$ cat config.mk
export PLATFORM = sky130hd
export DESIGN_NAME = serial_sub
export DESIGN_NICKNAME = d
export VERILOG_FILES = /design/src/rtl/serial_sub.sv
export SDC_FILE = /design/constraint.sdc
export NUM_CORES = 1
export LEC_CHECK = 0
export ABC_CLOCK_PERIOD_IN_PS = 2700
export BUFFER_PORTS_ARGS = -buffer_cell sky130_fd_sc_hd__buf_2
export CAP_MARGIN = 15
export CORE_MARGIN = 5
export CORE_UTILIZATION = 54
export CTS_BUF_LIST = sky130_fd_sc_hd__clkbuf_2 sky130_fd_sc_hd__clkbuf_4 sky130_fd_sc_hd__clkbuf_8
export DETAILED_ROUTE_END_ITERATION = 8
export PLACE_DENSITY = 0.77
export REMOVE_ABC_BUFFERS = 1
export SLEW_MARGIN = 5
export SYNTH_ARGS = -nofsm -noshare
export SYNTH_HDL_FRONTEND = slang
export SYNTH_SLANG_ARGS = --single-unit
$ cat constraint.sdc
create_clock -name clk -period 2.7 [get_ports clk]
set_input_delay 0.54 -clock clk [delete_from_list [all_inputs] [get_ports clk]]
set_output_delay 0.54 -clock clk [all_outputs]
set_load 0.1 [all_outputs]
$ cat src/rtl/serial_sub.sv
// serial_sub: bit-serial subtractor computing a - b (mod 2^WIDTH), LSB first,
// one bit pair per clock, with a final borrow out of the MSB.
// Optional feature macro: SERIAL_SUB_BORROW_IN_EN adds a borrow_in port that
// seeds the borrow chain, so the result becomes a - b - borrow_in.
module serial_sub #(
  parameter int WIDTH = 8
) (
  input  logic             clk,
  input  logic             rst,
  input  logic             start,
  input  logic [WIDTH-1:0] a,
  input  logic [WIDTH-1:0] b,
`ifdef SERIAL_SUB_BORROW_IN_EN
  input  logic             borrow_in,
`endif
  output logic             busy,
  output logic             done,
  output logic [WIDTH-1:0] diff,
  output logic             borrow
);

  localparam int CW = $clog2(WIDTH + 1);
  localparam logic [CW-1:0] LAST = CW'(WIDTH - 1);

  typedef enum logic [1:0] {
    IDLE,
    SHIFT,
    DONE
  } state_t;

  state_t           state;
  logic [WIDTH-1:0] a_sh;
  logic [WIDTH-1:0] b_sh;
  // Partial result: the top WIDTH-1 bits gathered so far; the final bit is
  // merged in on the edge that enters DONE.
  logic [WIDTH-2:0] res;
  logic             br;
  logic [CW-1:0]    cnt;

  logic             d;
  logic             br_next;
  logic [WIDTH-1:0] shifted;
  logic             seed;

`ifdef SERIAL_SUB_BORROW_IN_EN
  assign seed = borrow_in;
`else
  assign seed = 1'b0;
`endif

  // One-bit full subtractor on the current LSBs, plus the result after shifting d in.
  always_comb begin
    d       = a_sh[0] ^ b_sh[0] ^ br;
    br_next = (~a_sh[0] & b_sh[0]) | (~(a_sh[0] ^ b_sh[0]) & br);
    shifted = {d, res};
  end

  // Control FSM and datapath, with all outputs registered.
  // NOTE: every register here is assigned with <= so that each one samples
  // the pre-edge value of the others; a blocking = would let later
  // statements see already-updated values and break the shift chain.
  always_ff @(posedge clk) begin
    if (rst) begin
      state  <= IDLE;
      a_sh   <= '0;
      b_sh   <= '0;
      res    <= '0;
      br     <= 1'b0;
      cnt    <= '0;
      busy   <= 1'b0;
      done   <= 1'b0;
      diff   <= '0;
      borrow <= 1'b0;
    end else begin
      case (state)
        IDLE: begin
          done <= 1'b0;
          if (start) begin
            a_sh  <= a;
            b_sh  <= b;
            res   <= '0;
            br    <= seed;
            cnt   <= '0;
            busy  <= 1'b1;
            state <= SHIFT;
          end
        end
        SHIFT: begin
          a_sh <= a_sh >> 1;
          b_sh <= b_sh >> 1;
          res  <= shifted[WIDTH-1:1];
          br   <= br_next;
          if (cnt == LAST) begin
            diff   <= shifted;
            borrow <= br_next;
            busy   <= 1'b0;
            done   <= 1'b1;
            cnt    <= '0;
            state  <= DONE;
          end else begin
            cnt <= cnt + 1'b1;
          end
        end
        DONE: begin
          done  <= 1'b0;
          state <= IDLE;
        end
        default: begin
          busy  <= 1'b0;
          done  <= 1'b0;
          state <= IDLE;
        end
      endcase
    end
  end

endmodule

======== Yosys cells after proc, flatten, opt, wreduce, memory -nomap -nowiden ========
Index checks and enable logic that the tools add are counted.
cells by class
  reductions and logical operators ........ 7
  bitwise logic cells ..................... 9
  eq/ne operators ......................... 5
  mux-type cells .......................... 17
  $add $sub $neg .......................... 1
operators by type and width
  operator             number
  $pmux 8 s2           2
  $mux 8               2
  $pmux 7 s2           1
  $mux 4               2
  $pmux 4 s2           1
  $mux 7               1
  $reduce_and 2->1     3
  $add 4x1->4 const B  1
  $eq 4x3->1 const B   1
  $mux 2               2
  $ne 2x2->1 const B   2
  $not 1->1            4
  $pmux 2 s2           1
  $mux 1               3
  $pmux 1 s3           1
  $reduce_and 3->1     1
  $and 1x1->1          2
  $eq 2x1->1 const B   1
  $eq 2x2->1 const B   1
  $logic_not 2->1      1
  $pmux 1 s2           1
  $reduce_bool 2->1    1
  $reduce_or 2->1      1
  $xor 1x1->1          2
  $or 1x1->1           1
word-level totals
  register bits ........................... 41
  output and inout bits ................... 11
  logic and storage cells ................. 49

======== Logic depth before layout (Yosys ltp) ========
Gate-level depths: netlist of run 1.
  depth after elaboration ................. 5
  mapped depth ............................ 6
  depth with buffers taken out ............ 4

======== Least setup slack after synthesis of run 1 ========
Ideal clock, no wire load.
  path type ............................... register -> register
  start point ............................. register busy (netlist name)
  end point ............................... register busy
  stages on the path, launching flop included .. 3
  data required time ...................... 2.630 ns
  data arrival time ....................... 1.541 ns
  path slack .............................. 1.089 ns
  path through ............................ dfxtp_1 or3b_2 a21oi_1
RTL lines
  item                    RTL line  RTL
  end signal: assignment  70        busy <= 1'b0;
  end signal: assignment  84        busy <= 1'b1;
  end signal: assignment  96        busy <= 1'b0;
  end: declaration        16        output logic busy,

======== Worst setup path in the final report of run 1 ========
  start point ............................. register cnt[0]
  end point ............................... register cnt[3]
between the ends
  cells in the longest elaborated chain, start to end .. 3
RTL lines
  item                                              RTL line  RTL
  start: declaration                                38        logic [CW-1:0] cnt;
  start signal: assignment                          101       cnt <= cnt + 1'b1;
  $add 4x1->4 / $eq 4x3->1 (equally long branches)  101, 93
  $mux 4 (*)                                        93        if (cnt == LAST) begin
  $pmux 4 s2 (*)                                    75        case (state)
Mark *: on every way between the ends. The rest lies on a longest branch, timed or not.
A chain may end at the register's enable or synchronous reset.

==> impl_metrics.toml, run 1 <==
[floorplanning]
fp-row-count = 20
fp.dieW_um = 66.16
die_y_um = 66.16
start_util_pct = 56.24
fp.dieArea_mm2 = 0.004376
ioPinCount = 30
core-area_mm2 = 0.003028

[global_routing]
grtUsageTotal_pct = 17.49
antenna_found_initial = 0
grt_pass1_wl_mm = 5.934
grt_pass1_vias = 1404
grt-ovfl-total = 0
grt_max_degree = 43

[power_and_ir_drop]
p_per_area_mw_per_mm2 = 573.6
p_leak_nw = 0.7879
ir_worst_vdd_mv = 0.2887

[clock_network]
post_cts_buffers = 0
cts_made_buffers = 5
hold_buffers = 0
h-tree-depth = 2
cts-root-buf = "clkbuf_4"
clk_pin_slew_worst_paths_ps = 110
cts_max_path_buffers = 2
cts_tree = "yes"
cts-resized-gates = 0
cts_sinks = 41
clk-insertion-delay-late_ps = 340

[logic_synthesis]
syn_area_mm2 = 0.001703
synthArstFlopShare_pct = 0
synth_edf_count = 0
yosys_warnings = 0
synth_area_leaders = "dfxtp_1 48%, a21oi_1 8.2%, a211oi_1 6.6%"
synth_cell_types = 31
yosys.area.top_type_share_pct = 48.20
yosysSeqAreaShare_pct = 48.20
syn_inst = 195
yosysTopAreaCell = "dfxtp_1"
syn_area_per_cell_um2 = 8.733
ys.flop_type = "dfxtp_1"
synth-seq-cells = 41

[status]
outcome = "finished, final reports clean"

[route]
vias = 1428
drc_errors = 0
firstDrtPassIters = 4
vias_per_cell = 5.471
wirelength_mm = 3.422
ant_nets = 0
wl_per_cell_um = 13.11
drt_iter0_markers = 94

[sta]
post-route-min-period_ps = 1854
finalSetupViolations = 0
finalClockSkew_ps = 3.821
grt_setup_unrepaired = "false"
tightest_slew_ps = 762.5
hold_viol_final = 0
timing.hold.ws_ps = 431.6
fin_tns_setup_ps = 0
finalCritPeriodShare_pct = 68.67
fmax_mhz = 539.4
slew_headroom_pct = 49.17
maxSlewViolCount = 0

[layout]
area_growth_pct = 11.68
diodes = 0
nets = 237
final_cell_mix = "41 x dfxtp_1, 29 x buf_2, 28 x a21oi_1"
drive_above_1_share_pct = 23.96
layout_commonest_cell = "dfxtp_1"

[worst_setup_path]
ff2ff_path_depth = 4
cp_max_fo = 23
worstPathArrival_ps = 2120
cp-end-kind = "register"
start_kind = "register"
path_class = "register to register"
required_ps = 2960

[worst_hold_path]
whs_path_depth = 3
min_path_type = "input port to register"

[placement]
dp_hpwl_mm = 2.351
numPortBuffers = 29
gp_congestion = 0.7475

[flow_run]
cap_violations = 0
## logic make-up (layout without fill, tap and decap cells)
family | Yosys count | in the layout | share of synthesized area [%]
flip-flops | 41 | 41 | 48.20
AO/OA/AOI/OAI | 68 | 68 | 27.48
AND/OR/NAND/NOR | 65 | 65 | 17.34
buffers and inverters | 19 | 41 | 5.070
adder cells (fa/ha/maj) | 2 | 2 | 1.910
## routing by layer
metal | wire, um | vias up | global-route usage, %
met5 | 0 | - | 0
met4 | 84 | 0 | 7.868
met3 | 124 | 10 | 4.252
met2 | 1669 | 29 | 31.97
met1 | 1544 | 658 | 18.69
li1 | - | 731 | -
## synth_stat cells (2+ instances only)
master,n
a21bo_2,8
nor2b_1,5
o22ai_1,2
a211oi_1,15
nand3_1,10
dfxtp_1,41
buf_2,6
a21oi_1,28
a22oi_1,8
inv_1,2
nor2_1,23
nor3_1,2
clkbuf_1,10
nand2_1,18
## state kept, by name, summed over array words and instances (netlist names)
signal / count
borrow: 1
res: 7
b_sh: 8
busy: 1
a_sh: 8
diff: 8
br: 1
cnt: 4
state: 2
done: 1
## path summary, 6_finish.rpt
kind                  startpoint              endpoint  slack, ps
max          cnt[0]$_SDFFE_PP0P_   cnt[3]$_SDFFE_PP0P_        850
min                         a[5]  a_sh[5]$_SDFFE_PP0P_        430
max reg2reg  cnt[0]$_SDFFE_PP0P_   cnt[3]$_SDFFE_PP0P_        850
min reg2reg  res[0]$_SDFFE_PP0P_  diff[0]$_SDFFE_PP0P_        480
## area by class of cell
type / count / area [um2]
Timing Repair Buffer: 31 / 160.2
Clock buffer: 8 / 60.06
Sequential cell: 41 / 820.8
Fill cell: 289 / 1126
Multi-Input combinational cell: 135 / 798.3
Tap cell: 44 / 55.05
Inverter: 2 / 7.507
## report_power, final
part | internal (mW) | leakage [nW] | switching (mW)
sequential | 0.630 | 0.335 | 0.0160
clock | 0.134 | 0.0368 | 0.183
combinational | 0.0474 | 0.416 | 0.0806
total | 0.812 | 0.788 | 0.279
## stage by stage
| stage | instance area, um2 | setup WS, ps | total power, mW | utilization, % | cells |
|---|---|---|---|---|---|
| finish | 1902 | 845.9 | 1.091 | 62.81 | 261 |
| global route | 1902 | 713.8 | 1.147 | 62.81 | 261 |
| floorplan | 1624 | 344.7 | 0.7394 | - | 178 |
| detailed placement | 1842 | 854.6 | 0.7885 | 60.83 | 253 |
| global placement | 1842 | 937.9 | 0.7817 | 60.83 | 253 |
| CTS | 1902 | 831.5 | 1.102 | 62.81 | 261 |
## worst max-delay path, cell delays in order, from the launching register on
cell,delay (ps)
dfxtp_1,350
ha_1,240
and3b_1,420
or4_1,580
a31oi_1,190
No activity file was read; power rests on OpenSTA's default activity.
==> inputs of run 2 (changes only) <==
Settings changed: ABC_CLOCK_PERIOD_IN_PS 2700 to 1700, CORE_UTILIZATION 54 to 51.
Clock period 2.7 ns to 1.7 ns, I/O delays scaled along.
==> impl_metrics.toml, run 2 (same netlist as run 1, synthesis figures left out) <==
[route]
drc_errors = 0
firstDrtPassIters = 4
wirelength_mm = 3.351
drt_iter0_markers = 91
vias_per_cell = 5.295
vias = 1419
wl_per_cell_um = 12.50
ant_nets = 0

[flow_run]
cap_violations = 0

[floorplanning]
ioPinCount = 30
core-area_mm2 = 0.003284
fp.dieW_um = 67.79
fp-row-count = 21
start_util_pct = 51.85
fp.dieArea_mm2 = 0.004595
die_y_um = 67.79

[power_and_ir_drop]
p_per_area_mw_per_mm2 = 872.4
p_leak_nw = 0.8158
finalPower_mw = 1.701
ir_worst_vdd_mv = 0.5190

[clock_network]
cts_sinks = 41
cts_max_path_buffers = 2
cts-resized-gates = 0
hold_buffers = 0
clk_pin_slew_worst_paths_ps = 110
h-tree-depth = 2
post_cts_buffers = 0
cts_tree = "yes"
cts-root-buf = "clkbuf_4"
cts_made_buffers = 5
clk-insertion-delay-late_ps = 340

[worst_setup_path]
start_kind = "register"
worstPathArrival_ps = 1790
required_ps = 1970
cp_max_fo = 5
cp-end-kind = "register"
path_class = "register to register"

[placement]
numPortBuffers = 29
place_area_mm2 = 0.001894
dp_hpwl_mm = 2.309
gp_congestion = 0.7668
dp_worst_setup_slack_ps = 184.4

[layout]
num-fill-cells = 297
reg_top3 = "a_sh: 8 flops, b_sh: 8 flops, diff: 8 flops"
final_cell_mix = "41 x dfxtp_1, 29 x buf_2, 28 x a21oi_1"
nets = 242
design_area_mm2 = 0.001949
finish.utilization_pct = 59.35
layout_commonest_cell = "dfxtp_1"
drive_above_1_share_pct = 25.68
diodes = 0
area_growth_pct = 14.47

[sta]
layout_setup_ws_ps = 183.6
tightest_slew_ps = 520.5
finalClockSkew_ps = 9.669
finalCritPeriodShare_pct = 89.20
slew_headroom_pct = 65.30
finalSetupViolations = 0
post-route-min-period_ps = 1516
hold_viol_final = 0
grt_setup_unrepaired = "false"
maxSlewViolCount = 0
fmax_mhz = 659.5

[global_routing]
grt-ovfl-total = 0
grtUsageTotal_pct = 16.04
antenna_found_initial = 0
grt_pass1_wl_mm = 5.561
grt_max_degree = 43
grt_pass1_vias = 1305

[status]
outcome = "finished, final reports clean"

[worst_hold_path]
min_path_type = "input port to register"
-- run 2: changes by cell type in the layout (fill, tap and decap cells not counted) --
cell	before	now
buf_12	0	1
clkinv_2	0	2
clkbuf_4	8	6
buf_4	2	6
-- run 2: final cells by class --
| class | instances | area [um2] | area share, % |
|---|---|---|---|
| Timing Repair Buffer | 36 | 210.2 | 10.78 |
| Inverter | 2 | 7.507 | 0.3851 |
| Tap cell | 46 | 57.56 | 2.953 |
| Clock buffer | 6 | 45.04 | 2.311 |
| Multi-Input combinational cell | 135 | 798.3 | 40.95 |
| Clock inverter | 2 | 10.01 | 0.5135 |
| Sequential cell | 41 | 820.8 | 42.11 |
-- run 2: critical path, stage by stage, from the launching register on --
cell and delay, ps:
dfxtp_1 350, ha_1 220, and3b_1 210, or4_1 490, a31oi_1 180
-- run 2: layer usage --
| metal | GRT usage [%] | vias to the layer above | share of wire, % |
|---|---|---|---|
| met1 | 19.59 | 652 | 47 |
| li1 | - | 743 | - |
| met3 | 5.491 | 2 | 3.7 |
| met2 | 26.73 | 22 | 49 |
| met4 | 4.467 | 0 | 0.75 |
| met5 | 0 | - | 0 |
-- run 2: power breakdown --
| group | leakage, nW | switching [mW] | internal [mW] |
|---|---|---|---|
| registers | 0.335 | 0.0242 | 1.00 |
| logic | 0.445 | 0.131 | 0.0848 |
| clock network | 0.0354 | 0.286 | 0.174 |
-- run 2: path summary, 6_finish.rpt --
check                           start                    to  slack [ps]  cells past startpoint
setup / recovery  cnt[0]$_SDFFE_PP0P_   cnt[3]$_SDFFE_PP0P_         180                      4
hold / removal                   b[5]  b_sh[5]$_SDFFE_PP0P_         230                      3
setup reg to reg  cnt[0]$_SDFFE_PP0P_   cnt[3]$_SDFFE_PP0P_         180                      4
hold reg to reg   res[0]$_SDFFE_PP0P_  diff[0]$_SDFFE_PP0P_         470                      2
-- run 2: stage by stage --
stage	hold slack (ps)	instances	TNS, ps
2_1_floorplan	409.1	178	-19570
3_3_place_gp	460.5	260	0
3_5_place_dp	462.5	260	0
4_1_cts	213.7	268	0
5_1_grt	211.9	268	0
6_report	225.0	268	0
